**src/rtl/matrix_scan_ctrl.sv**
```systemverilog
// Row-scan controller for the LED-matrix display path: one-hot row strobe with
// per-row dwell and optional blanking, frame-buffer read address and frame pulses.
module matrix_scan_ctrl #(
   parameter  int ROWS  = 8,
   parameter  int IDX_W = 7,
   parameter  int DWELL = 1,
   parameter  int BLANK = 0,
   localparam int RW    = $clog2(ROWS)
) (
   input  logic             clk,
   input  logic             rst,
   input  logic             en,
   input  logic             dir,
   input  logic [IDX_W-1:0] base_idx,
   output logic [ROWS-1:0]  row,
   output logic [RW-1:0]    row_num,
   output logic [IDX_W-1:0] addr,
   output logic             blank,
   output logic             frame_start,
   output logic             frame_done
);

   localparam int DW = (DWELL > 1) ? $clog2(DWELL) : 1;
   localparam int BW = (BLANK > 1) ? $clog2(BLANK) : 1;
   localparam logic [DW-1:0] DWELL_LAST = DW'(DWELL - 1);
   localparam logic [BW-1:0] BLANK_LAST = BW'((BLANK > 0) ? BLANK - 1 : 0);
   localparam logic [RW-1:0] ROW_LAST   = RW'(ROWS - 1);
   localparam logic [ROWS-1:0] ROW_ONE  = {{(ROWS-1){1'b0}}, 1'b1};

   typedef enum logic [1:0] {S_IDLE, S_SCAN, S_BLANK} state_t;

   state_t           state_q, state_d;
   logic [DW-1:0]    dwell_cnt_q, dwell_cnt_d;
   logic [BW-1:0]    blank_cnt_q, blank_cnt_d;
   logic             dir_q, dir_d;
   logic [IDX_W-1:0] base_q, base_d;
   logic [RW-1:0]    row_num_q, row_num_d;
   logic [ROWS-1:0]  row_q, row_d;
   logic [IDX_W-1:0] addr_q, addr_d;
   logic             blank_q, blank_d;
   logic             frame_start_q, frame_start_d;
   logic             frame_done_q, frame_done_d;
   logic             start, adv, go_idle, last_d;

   function automatic logic is_last(input logic [RW-1:0] n, input logic d);
      return d ? (n == '0) : (n == ROW_LAST);
   endfunction

   always_comb begin
      // NOTE: every signal gets a default first so no path through the case infers a latch.
      state_d       = state_q;
      dwell_cnt_d   = dwell_cnt_q;
      blank_cnt_d   = blank_cnt_q;
      dir_d         = dir_q;
      base_d        = base_q;
      row_num_d     = row_num_q;
      frame_start_d = 1'b0;
      start         = 1'b0;
      adv           = 1'b0;
      go_idle       = 1'b0;

      case (state_q)
         S_IDLE: start = en;
         S_SCAN: begin
            if (dwell_cnt_q == DWELL_LAST) begin
               dwell_cnt_d = '0;
               if (BLANK > 0) begin
                  state_d     = S_BLANK;
                  blank_cnt_d = '0;
               end else if (is_last(row_num_q, dir_q)) begin
                  start   = en;
                  go_idle = !en;
               end else begin
                  adv = 1'b1;
               end
            end else begin
               dwell_cnt_d = dwell_cnt_q + 1'b1;
            end
         end
         S_BLANK: begin
            if (blank_cnt_q == BLANK_LAST) begin
               blank_cnt_d = '0;
               if (is_last(row_num_q, dir_q)) begin
                  start   = en;
                  go_idle = !en;
               end else begin
                  adv = 1'b1;
               end
            end else begin
               blank_cnt_d = blank_cnt_q + 1'b1;
            end
         end
         default: go_idle = 1'b1;
      endcase

      // Frame start re-latches dir/base; mid-frame changes never reach the scan.
      if (start) begin
         dir_d         = dir;
         base_d        = base_idx;
         row_num_d     = dir ? ROW_LAST : '0;
         state_d       = S_SCAN;
         dwell_cnt_d   = '0;
         frame_start_d = 1'b1;
      end else if (adv) begin
         row_num_d   = dir_q ? row_num_q - 1'b1 : row_num_q + 1'b1;
         state_d     = S_SCAN;
         dwell_cnt_d = '0;
      end else if (go_idle) begin
         state_d = S_IDLE;
      end

      // Outputs are derived from next-state values so they register alongside the state.
      row_d   = (state_d == S_SCAN) ? (ROW_ONE << row_num_d) : '0;
      blank_d = (state_d != S_SCAN);
      addr_d  = base_d + IDX_W'(row_num_d);
      last_d  = is_last(row_num_d, dir_d);
      if (BLANK > 0)
         frame_done_d = (state_d == S_BLANK) && (blank_cnt_d == BLANK_LAST) && last_d;
      else
         frame_done_d = (state_d == S_SCAN) && (dwell_cnt_d == DWELL_LAST) && last_d;
   end

   always_ff @(posedge clk) begin
      // NOTE: reset is synchronous, so it lives inside the clocked branch, not the sensitivity list.
      if (rst) begin
         state_q       <= S_IDLE;
         dwell_cnt_q   <= '0;
         blank_cnt_q   <= '0;
         dir_q         <= 1'b0;
         base_q        <= '0;
         row_num_q     <= '0;
         row_q         <= '0;
         addr_q        <= '0;
         blank_q       <= 1'b1;
         frame_start_q <= 1'b0;
         frame_done_q  <= 1'b0;
      end else begin
         state_q       <= state_d;
         dwell_cnt_q   <= dwell_cnt_d;
         blank_cnt_q   <= blank_cnt_d;
         dir_q         <= dir_d;
         base_q        <= base_d;
         row_num_q     <= row_num_d;
         row_q         <= row_d;
         addr_q        <= addr_d;
         blank_q       <= blank_d;
         frame_start_q <= frame_start_d;
         frame_done_q  <= frame_done_d;
      end
   end

   assign row         = row_q;
   assign row_num     = row_num_q;
   assign addr        = addr_q;
   assign blank       = blank_q;
   assign frame_start = frame_start_q;
   assign frame_done  = frame_done_q;

endmodule
```
**config.mk**
```make
export PLATFORM = sky130hd
export DESIGN_NAME = matrix_scan_ctrl
export DESIGN_NICKNAME = d
export VERILOG_FILES = /design/src/rtl/matrix_scan_ctrl.sv
export SDC_FILE = /design/constraint.sdc
export NUM_CORES = 1
export LEC_CHECK = 0
export CORE_MARGIN = 8
export CORE_UTILIZATION = 45
export CTS_CLUSTER_SIZE = 28
export DETAILED_ROUTE_END_ITERATION = 12
export PLACE_DENSITY_LB_ADDON = 0.05
export SYNTH_ARGS = -nofsm -noshare
export SYNTH_HDL_FRONTEND = slang
export SYNTH_SLANG_ARGS = --single-unit
export TNS_END_PERCENT = 50
```
**constraint.sdc**
```tcl
create_clock -name clk -period 3 [get_ports clk]
set_input_delay 0.3 -clock clk [delete_from_list [all_inputs] [get_ports clk]]
set_output_delay 0.3 -clock clk [all_outputs]
set_load 0.01 [all_outputs]
```
==> flow_summary.yaml, run 1 <==
min_path:
  min_path_cells: 2
  hold_class: "register to register"
sta:
  hold_viol_final: 0
  final_max_slew_viol_count: 0
  tightest_slew_ps: 485.7
  fin_crit_ps: 2868
  finalSetupViolCount: 0
  fin_ws_ps: 131.6
  slew_headroom_pct: 66.69
  post-route-period-util_pct: 95.61
  max_freq_ghz: 0.3486
  final.setup_skew_ps: 8.680
worst_setup_path:
  path_class: "register to register"
  crit_fanout: 7
  cp_data_required_time_ps: 3270
  ff2ff_path_depth: 11
  startpoint_type: "register"
  worst_ep_arrival_time_ps: 3140
  endpoint_kind: "register"
die:
  num_rows: 21
  die_area_um2: 5629
  io_pins: 32
  coreArea_um2: 3337
  initial_core_util_pct: 46.98
  fp.dieH_um: 75.03
  die_w_um: 75.03
grt:
  grt-ovfl-total: 0
  grt_pass1_vias: 1298
  grt_start_max_net_pins: 23
  grt_pass1_wl_um: 5920
  grt_util_all_layers_pct: 13.91
  antenna_found_initial: 0
cts:
  cts_tree: "yes"
  cts_sinks: 32
  clock_latency_ps: 330
  root_buffer: "clkbuf_4"
  cts_inserted_buffers: 5
  cts_hold_buf: 0
  clockBufferDepth: 2
  clkTransAtPathRegs_ps: 110
  htree_levels: 2
cells_and_area:
  syn_to_final_growth_pct: 40.38
  ff_latch_area_um2: 644.4
  antenna_cells: 0
  multi_input_area_um2: 913.4
  num-fill-cells: 289
  layout-drive-gt1-share_pct: 30.66
  nets: 231
  post-route-util_pct: 65.95
job:
  cap_violations: 0
synth:
  syn-instance-count: 157
  synth-compound-area-share_pct: 14.68
  synth.top_cell.area_share_pct: 40.86
  synth_top_family_by_area: "simple AND/OR/NAND/NOR gates"
  synth-simple-area-share_pct: 20.91
  synth.area.mux_share_pct: 9.577
  postSynthAreaPerCell_um2: 9.986
  ys_warn_count: 0
  synth_xor_area_share_pct: 1.676
  yosys.cell_types.count: 49
  syn_area_um2: 1568
  seq_area_frac_synth_pct: 40.86
  synth_top_cell_by_area: "dfxtp_1"
  syn_nets: 177
  synth_area_leaders: "dfxtp_1 41%, mux2i_1 5.7%, ha_1 5.6%"
  synthAdderAreaFrac_pct: 8.140
  ys_seq_elements: 32
drt:
  wl_per_cell_um: 14.39
  viasPerCell: 5.097
  drtIter0Drc: 48
  ant_nets: 0
  vias: 1315
  firstDrtPassIters: 4
  drc_errors: 0
  wl_um: 3713
power_and_ir_drop:
  max-vdd-ir-drop_mv: 0.5119
  leakage_nw: 0.8744
  cellPowerDensity_nw_per_um2: 508.1
placed_design:
  dp_hpwl_um: 2786
  place_ws_ps: -36.49
  gp_congestion: 0.8663
  port_buffers: 31
status:
  status: "completed"
==> critical path, stage by stage (launching register included) <==
cell and delay [ps]:
dfxtp_2 330, or4b_4 560, o2bb2a_4 240, o21ai_4 100, mux2_1 250, ha_2 200
inv_2 50, fa_2 420, o31ai_4 240, a41oi_2 90, o21a_1 240, nor3_2 90
==> cells in the final DEF (no fill, tap or decap), drive strengths merged, types with 2 or more instances in the layout <==
cell type      instances
a21oi                  6
a41oi                  2
buf                   21
clkbuf                 5
clkdlybuf4s50         31
dfxtp                 32
fa                     2
ha                     7
inv                    9
mux2                   3
mux2i                 10
nand2                  6
nand2b                 2
nand3                  2
nand4b                 2
nor2                  22
nor2b                  6
nor3                  15
o21a                   2
o21ai                  5
xor2                   2
==> registers in the layout, indices dropped and copies added (netlist names) <==
register,count
frame_done,1
base_q,7
row_num,3
dir_q,1
row,8
state_q,2
frame_start,1
addr,7
blank,1
dwell_cnt_q,1
==> per-stage QoR <==
stage                     area [um^2]  hold WS, ps  instances  TNS, ps  total power, W
after global routing             2201        541.8        258   -12.87        0.001177
after global placement           2051        481.6        247        0       0.0007760
after detailed placement         2051        485.2        247   -46.89       0.0007780
final                            2201        528.4        258        0        0.001118
after floorplan                  1585        383.5        157        0       0.0006510
after CTS                        2142        503.7        256        0        0.001112
==> final timing paths <==
path                from     endpoint  slack, ps
max reg2reg   row_num[0]      addr[4]        130
min reg2reg  dwell_cnt_q  dwell_cnt_q        530
max           row_num[0]      addr[4]        130
min          dwell_cnt_q  dwell_cnt_q        530
==> layout make-up <==
type	instances	share of cell area, %
inverter	9	1.535
multi-input combinational	111	41.50
clock inverter	3	1.933
timing repair buffer	52	21.43
clock buffer	5	1.706
tap	46	2.615
sequential	32	29.28
==> routing by layer <==
layer | GRT usage, % | vias up | routed length [um]
met5 | 0 | - | 0
met4 | 6.087 | 0 | 78
met3 | 5.060 | 7 | 233
met2 | 23.32 | 32 | 1895
met1 | 15.34 | 622 | 1506
li1 | - | 654 | -
==> power breakdown <==
part / switching [W] / total [W] / internal [W]
clock: 0.000157 / 0.000330 / 0.000174
combinational: 0.000158 / 0.000318 / 0.000159
sequential: 0.0000122 / 0.000470 / 0.000458
total: 0.000327 / 0.00112 / 0.000791
==> Yosys cell counts, drive strengths merged <==
library cell / number
dfxtp: 32
nor2: 22
nor3: 15
mux2i: 10
inv: 9
ha: 7
a21oi: 6
nand2: 6
nor2b: 6
o21ai: 5
buf: 4
mux2: 3
a41oi: 2
fa: 2
nand2b: 2
nand3: 2
nand4b: 2
o21a: 2
xor2: 2
a211oi: 1
a21bo: 1
a31o: 1
a31oi: 1
a32oi: 1
clkbuf: 1
nand3b: 1
o2111ai: 1
o211ai: 1
o21bai: 1
o221ai: 1
o2bb2a: 1
o31ai: 1
or2: 1
or3: 1
or3b: 1
or4b: 1
xnor2: 1
==> cells by family (layout without fill, tap and decap cells) <==
family | count (synthesis) | after routing
XOR/XNOR | 3 | 3
AND/OR/NAND/NOR | 60 | 60
adder cells (fa/ha/maj) | 9 | 9
multiplexers | 13 | 13
flip-flops | 32 | 32
buffers and inverters | 14 | 69
AO/OA/AOI/OAI | 26 | 26
==> timing repair <==
item	4_1_cts	5_1_grt
setup endpoints to repair	2	4
resized for setup	1	14
endpoints found under the hold margin	0	0
setup buffers	1	2
pin swaps	2	10
Note: power is estimated with default switching activity, not from simulation.
==> inputs of run 2 (changes only) <==
--- a/config.mk
+++ b/config.mk
@@ -6,9 +6,12 @@
 export NUM_CORES = 1
 export LEC_CHECK = 0
 export CORE_MARGIN = 8
-export CORE_UTILIZATION = 45
+export CORE_UTILIZATION = 47
+export CTS_BUF_LIST = sky130_fd_sc_hd__clkbuf_4 sky130_fd_sc_hd__clkbuf_8
+export CTS_CLUSTER_DIAMETER = 100
 export CTS_CLUSTER_SIZE = 28
 export DETAILED_ROUTE_END_ITERATION = 12
+export GPL_TIMING_DRIVEN = 1
 export PLACE_DENSITY_LB_ADDON = 0.05
 export SYNTH_ARGS = -nofsm -noshare
 export SYNTH_HDL_FRONTEND = slang
==> run 2 against run 1 <==
  * Setup slack worse by 100 ps
  * Sequential power is 0.9% higher
  * Sequential cell count stayed put
  * Sequential share of layout area is 1.5 points lower
  * Die area is 3.4% lower
  * Final cell count is 1.9% higher
  * Via count is 2.2% higher
  * Clock skew is 2.2 ps higher
  * Worst hold slack better by 24 ps
  * Largest power group unchanged
  * Fmax is 3.4% lower
  * First-iteration DRC count is 110% higher
==> flow_summary.yaml, run 2 (same netlist as run 1, synthesis figures left out) <==
status:
  status: "completed"
drt:
  wl_per_cell_um: 15.90
  viasPerCell: 5.110
  ant_nets: 0
  firstDrtPassIters: 4
  drtIter0Drc: 99
  drc_errors: 0
  vias: 1344
  wl_um: 4182
cts:
  htree_levels: 2
  clock_latency_ps: 330
  cts_hold_buf: 0
  root_buffer: "clkbuf_4"
  clkTransAtPathRegs_ps: 100
  cts_tree: "yes"
  clockBufferDepth: 2
  cts_sinks: 32
  cts_inserted_buffers: 5
sta:
  hold_viol_final: 0
  final.setup_skew_ps: 10.89
  max_freq_ghz: 0.3367
  slew_headroom_pct: 66.74
  final_max_slew_viol_count: 0
  fin_crit_ps: 2970
  finalSetupViolCount: 0
  fin_setup_tns_ps: 0
  fin_ws_ps: 29.73
  tightest_slew_ps: 495.4
  hold-worst-slack_ps: 552.0
  post-route-period-util_pct: 99.01
power_and_ir_drop:
  swShare_pct: 28.42
  p_sw_w: 0.0003408
  leakage_nw: 0.9177
  p_int_w: 0.0008584
  pwr-share-seq_pct: 39.5
  max-vdd-ir-drop_mv: 0.3850
  cellPowerDensity_nw_per_um2: 514.7
  pwr-share-comb_pct: 29.5
  clock_power_share_pct: 31.0
min_path:
  hold_class: "register to register"
die:
  fp.dieH_um: 73.76
  num_rows: 21
  die_area_um2: 5440
  coreArea_um2: 3258
  die_w_um: 73.76
  initial_core_util_pct: 48.12
  io_pins: 32
placed_design:
  place_ws_ps: -93.70
  dp_hpwl_um: 2854
  gp_congestion: 0.7919
  port_buffers: 31
worst_setup_path:
  startpoint_type: "register"
  cp_data_required_time_ps: 3220
  path_class: "register to register"
  worst_ep_arrival_time_ps: 3190
  endpoint_kind: "register"
  crit_fanout: 6
grt:
  use_met2_pct: 26.18
  grtUsageMet1_pct: 15.58
  grt_start_max_net_pins: 24
  grt-ovfl-total: 0
  grt_pass1_wl_um: 6341
  grt_pass1_vias: 1409
  antenna_found_initial: 0
  top_usage_layer: "met2"
  grt_util_all_layers_pct: 15.04
  gr-usage-met3_pct: 6.139
cells_and_area:
  mostFrequentLayoutCells: "31 x clkdlybuf4s50_1, 29 x dfxtp_1, 24 x buf_4"
  largest_reg_flops: 8
  nets: 236
  num-fill-cells: 270
  layout_commonest_cell: "clkdlybuf4s50_1"
  layout-drive-gt1-share_pct: 34.56
  syn_to_final_growth_pct: 48.60
  antenna_cells: 0
job:
  cap_violations: 0
-- run 2: final timing paths --
kind / start / end / slack [ps] / cells after the start
hold reg to reg: dwell_cnt_q / dwell_cnt_q / 550 / 2
setup reg to reg: row_num[0] / addr[5] / 30 / 12
setup / recovery: row_num[0] / addr[5] / 30 / 12
hold / removal: dwell_cnt_q / dwell_cnt_q / 550 / 2
-- run 2: final cells by class --
type                       count  area (um^2)  share of cell area, %
multi-input combinational    111        983.4                  42.21
sequential                    32        646.9                  27.77
timing repair buffer          57        513.0                  22.02
clock buffer                   7        65.06                  2.793
tap                           46        57.56                  2.470
inverter                       9        33.78                  1.450
clock inverter                 1        30.03                  1.289
-- run 2: through the flow --
stage | utilization [%] | power, W | instance area, um^2 | std cells
after global placement | 62.48 | 0.0007675 | 2036 | 245
after detailed placement | 62.48 | 0.0007739 | 2036 | 245
after CTS | 65.90 | 0.001143 | 2147 | 254
after global routing | 71.51 | 0.001259 | 2330 | 263
after floorplan | - | 0.0006510 | 1585 | 157
final | 71.51 | 0.001199 | 2330 | 263
-- run 2: per-layer routing --
layer	wire, um	vias to the layer above
li1	-	668
met1	1637	631
met2	2235	39
met3	261	6
met4	48	0
met5	0	-
-- run 2: power by group through the flow --
stage	logic [W]	registers (W)	clock network [W]
2_1_floorplan	0.000155	0.000496	0
3_3_place_gp	0.000286	0.000482	0
3_5_place_dp	0.000290	0.000484	0
4_1_cts	0.000297	0.000475	0.000372
5_1_grt	0.000387	0.000477	0.000395
6_report	0.000354	0.000474	0.000371
-- run 2: critical path: stages, from the launching register on --
cell,delay [ps]
dfxtp_4,380
or4b_4,550
o2bb2a_4,240
o21ai_4,100
buf_6,150
mux2i_2,200
inv_1,80
ha_1,310
nand2_2,60
nor3_2,250
a211oi_4,70
a21oi_2,160
mux2_4,310
-- run 2: timing repair --
item / in CTS / in global routing
pin swaps: 1 / 11
setup buffers: 1 / 9
endpoints found under the setup margin: 3 / 4
cloned: 0 / 0
gates resized for setup: 3 / 24
==> inputs of run 3 (changes only) <==
--- a/config.mk
+++ b/config.mk
@@ -5,6 +5,8 @@
 export SDC_FILE = /design/constraint.sdc
 export NUM_CORES = 1
 export LEC_CHECK = 0
+export CAP_MARGIN = 10
+export CORE_ASPECT_RATIO = 1.5
 export CORE_MARGIN = 8
 export CORE_UTILIZATION = 47
 export CTS_BUF_LIST = sky130_fd_sc_hd__clkbuf_4 sky130_fd_sc_hd__clkbuf_8
@@ -13,6 +15,7 @@
 export DETAILED_ROUTE_END_ITERATION = 12
 export GPL_TIMING_DRIVEN = 1
 export PLACE_DENSITY_LB_ADDON = 0.05
+export RECOVER_POWER = 50
 export SYNTH_ARGS = -nofsm -noshare
 export SYNTH_HDL_FRONTEND = slang
 export SYNTH_SLANG_ARGS = --single-unit
==> run 3 against run 2 <==
  * Combinational power shrank 5.9%
  * Global-route usage decreased by 1.4 points
  * Sequential cell count unchanged
  * Final cell count decreased by 3.0%
  * Sequential share of layout area hardly changed
==> flow_summary.yaml, run 3 (same netlist as run 1, synthesis figures left out) <==
cells_and_area:
  fin_area_um2: 2327
  largest_reg_flops: 8
  layout-drive-gt1-share_pct: 33.02
  multi_input_area_um2: 991.0
  syn_to_final_growth_pct: 48.44
  num-fill-cells: 222
  ff_latch_area_um2: 646.9
  mostFrequentLayoutCells: "29 x dfxtp_1, 21 x nor2_1, 21 x buf_4"
  layout_commonest_cell: "dfxtp_1"
  antenna_cells: 0
  nets: 234
grt:
  grt-ovfl-total: 0
  grt_pass1_wl_um: 5989
  grt_util_all_layers_pct: 13.66
  antenna_found_initial: 0
  grt_start_max_net_pins: 15
  grt_pass1_vias: 1381
job:
  cap_violations: 0
placed_design:
  dpl_cell_area_um2: 2036
  gp_congestion: 0.9000
  place_ws_ps: -16.43
  port_buffers: 31
  dp_hpwl_um: 2834
worst_setup_path:
  path_class: "register to register"
  cpPeakStageDelay_ps: 580
  crit_family: "compound AO/OA/AOI/OAI gates"
  cp_data_required_time_ps: 3200
  path_cells: "or4b_4, o2bb2a_4, o21ai_4, mux2_4, ha_4, inv_1, fa_2, o31ai_4, a41oi_4, o21a_1, nor3_2"
  reg2reg_from: "row_num[0]"
  crit_buf_inv: 1
  endpoint_kind: "register"
  crit_path_top_delay_cell: "or4b_4"
  crit_start: "row_num[0]"
  crit_fanout: 7
  worst_ep_arrival_time_ps: 3100
  startpoint_type: "register"
drt:
  ant_nets: 0
  vias: 1339
  drc_errors: 0
  drtIter0Drc: 57
  firstDrtPassIters: 4
  wl_per_cell_um: 14.80
  wl_um: 3773
  viasPerCell: 5.251
die:
  fp.dieH_um: 86.74
  die_area_um2: 5478
  die_w_um: 63.16
  initial_core_util_pct: 49.62
  io_pins: 32
  coreArea_um2: 3159
  num_rows: 25
cts:
  cts_tree: "yes"
  cts_inserted_buffers: 5
  clock_latency_ps: 280
  cts_hold_buf: 0
  cts_sinks: 32
  clkTransAtPathRegs_ps: 60
  clockBufferDepth: 2
  htree_levels: 2
  root_buffer: "clkbuf_8"
power_and_ir_drop:
  max-vdd-ir-drop_mv: 0.4786
  cellPowerDensity_nw_per_um2: 519.5
  report.power.total_w: 0.001209
  leakage_nw: 0.9593
min_path:
  hold_class: "register to register"
  min_from: "base_q[6]"
sta:
  max_freq_ghz: 0.3455
  fin_setup_tns_ps: 0
  hold-worst-slack_ps: 545.7
  rsz0062_at_grt: "no"
  post-route-period-util_pct: 96.47
  fin_crit_ps: 2894
  finalSetupViolCount: 0
  final_max_slew_viol_count: 0
  hold_viol_final: 0
  fin_ws_ps: 105.8
  final.setup_skew_ps: 4.926
  slew_headroom_pct: 60.38
  tightest_slew_ps: 592.4
status:
  status: "completed"
[run 3: layout make-up]
cell class / count / area share, %
Clock buffer: 6 / 3.280
Clock inverter: 2 / 1.505
Inverter: 9 / 1.452
Multi-Input combinational cell: 111 / 42.58
Sequential cell: 32 / 27.80
Tap cell: 40 / 2.151
Timing Repair Buffer: 55 / 21.24
[run 3: worst paths after layout]
path	slack, ps	cells past startpoint	endpoint
setup / recovery	110	11	addr[4]
hold reg to reg	550	2	base_q[6]
setup reg to reg	110	11	addr[4]
hold / removal	550	2	base_q[6]
[run 3: power by group]
part           switching, W  internal [W]
combinational      0.000167      0.000166
sequential        0.0000149      0.000459
clock              0.000147      0.000255
total              0.000329      0.000880
[run 3: repair_timing]
item	4_1_cts	5_1_grt
setup endpoints to repair	2	4
gates resized for setup	4	24
buffers inserted	1	6
pin swaps	2	11
[run 3: metrics by stage]
step                instances  util, %
floorplan                 157        -
global placement          240    64.44
detailed placement        240    64.44
CTS                       249    68.91
global route              255    73.66
finish                    255    73.66
[run 3: tightest hold or removal path, stage by stage (launching register included)]
cell and delay (ps):
dfxtp_1 310, mux2i_1 110, nor2_1 90
[run 3: per-layer routing]
layer,vias to the layer above,global-route usage (%),wire (um)
li1,659,-,-
met1,632,11.74,1310
met2,37,26.57,2103
met3,11,5.548,242
met4,0,6.042,116
met5,-,0,0
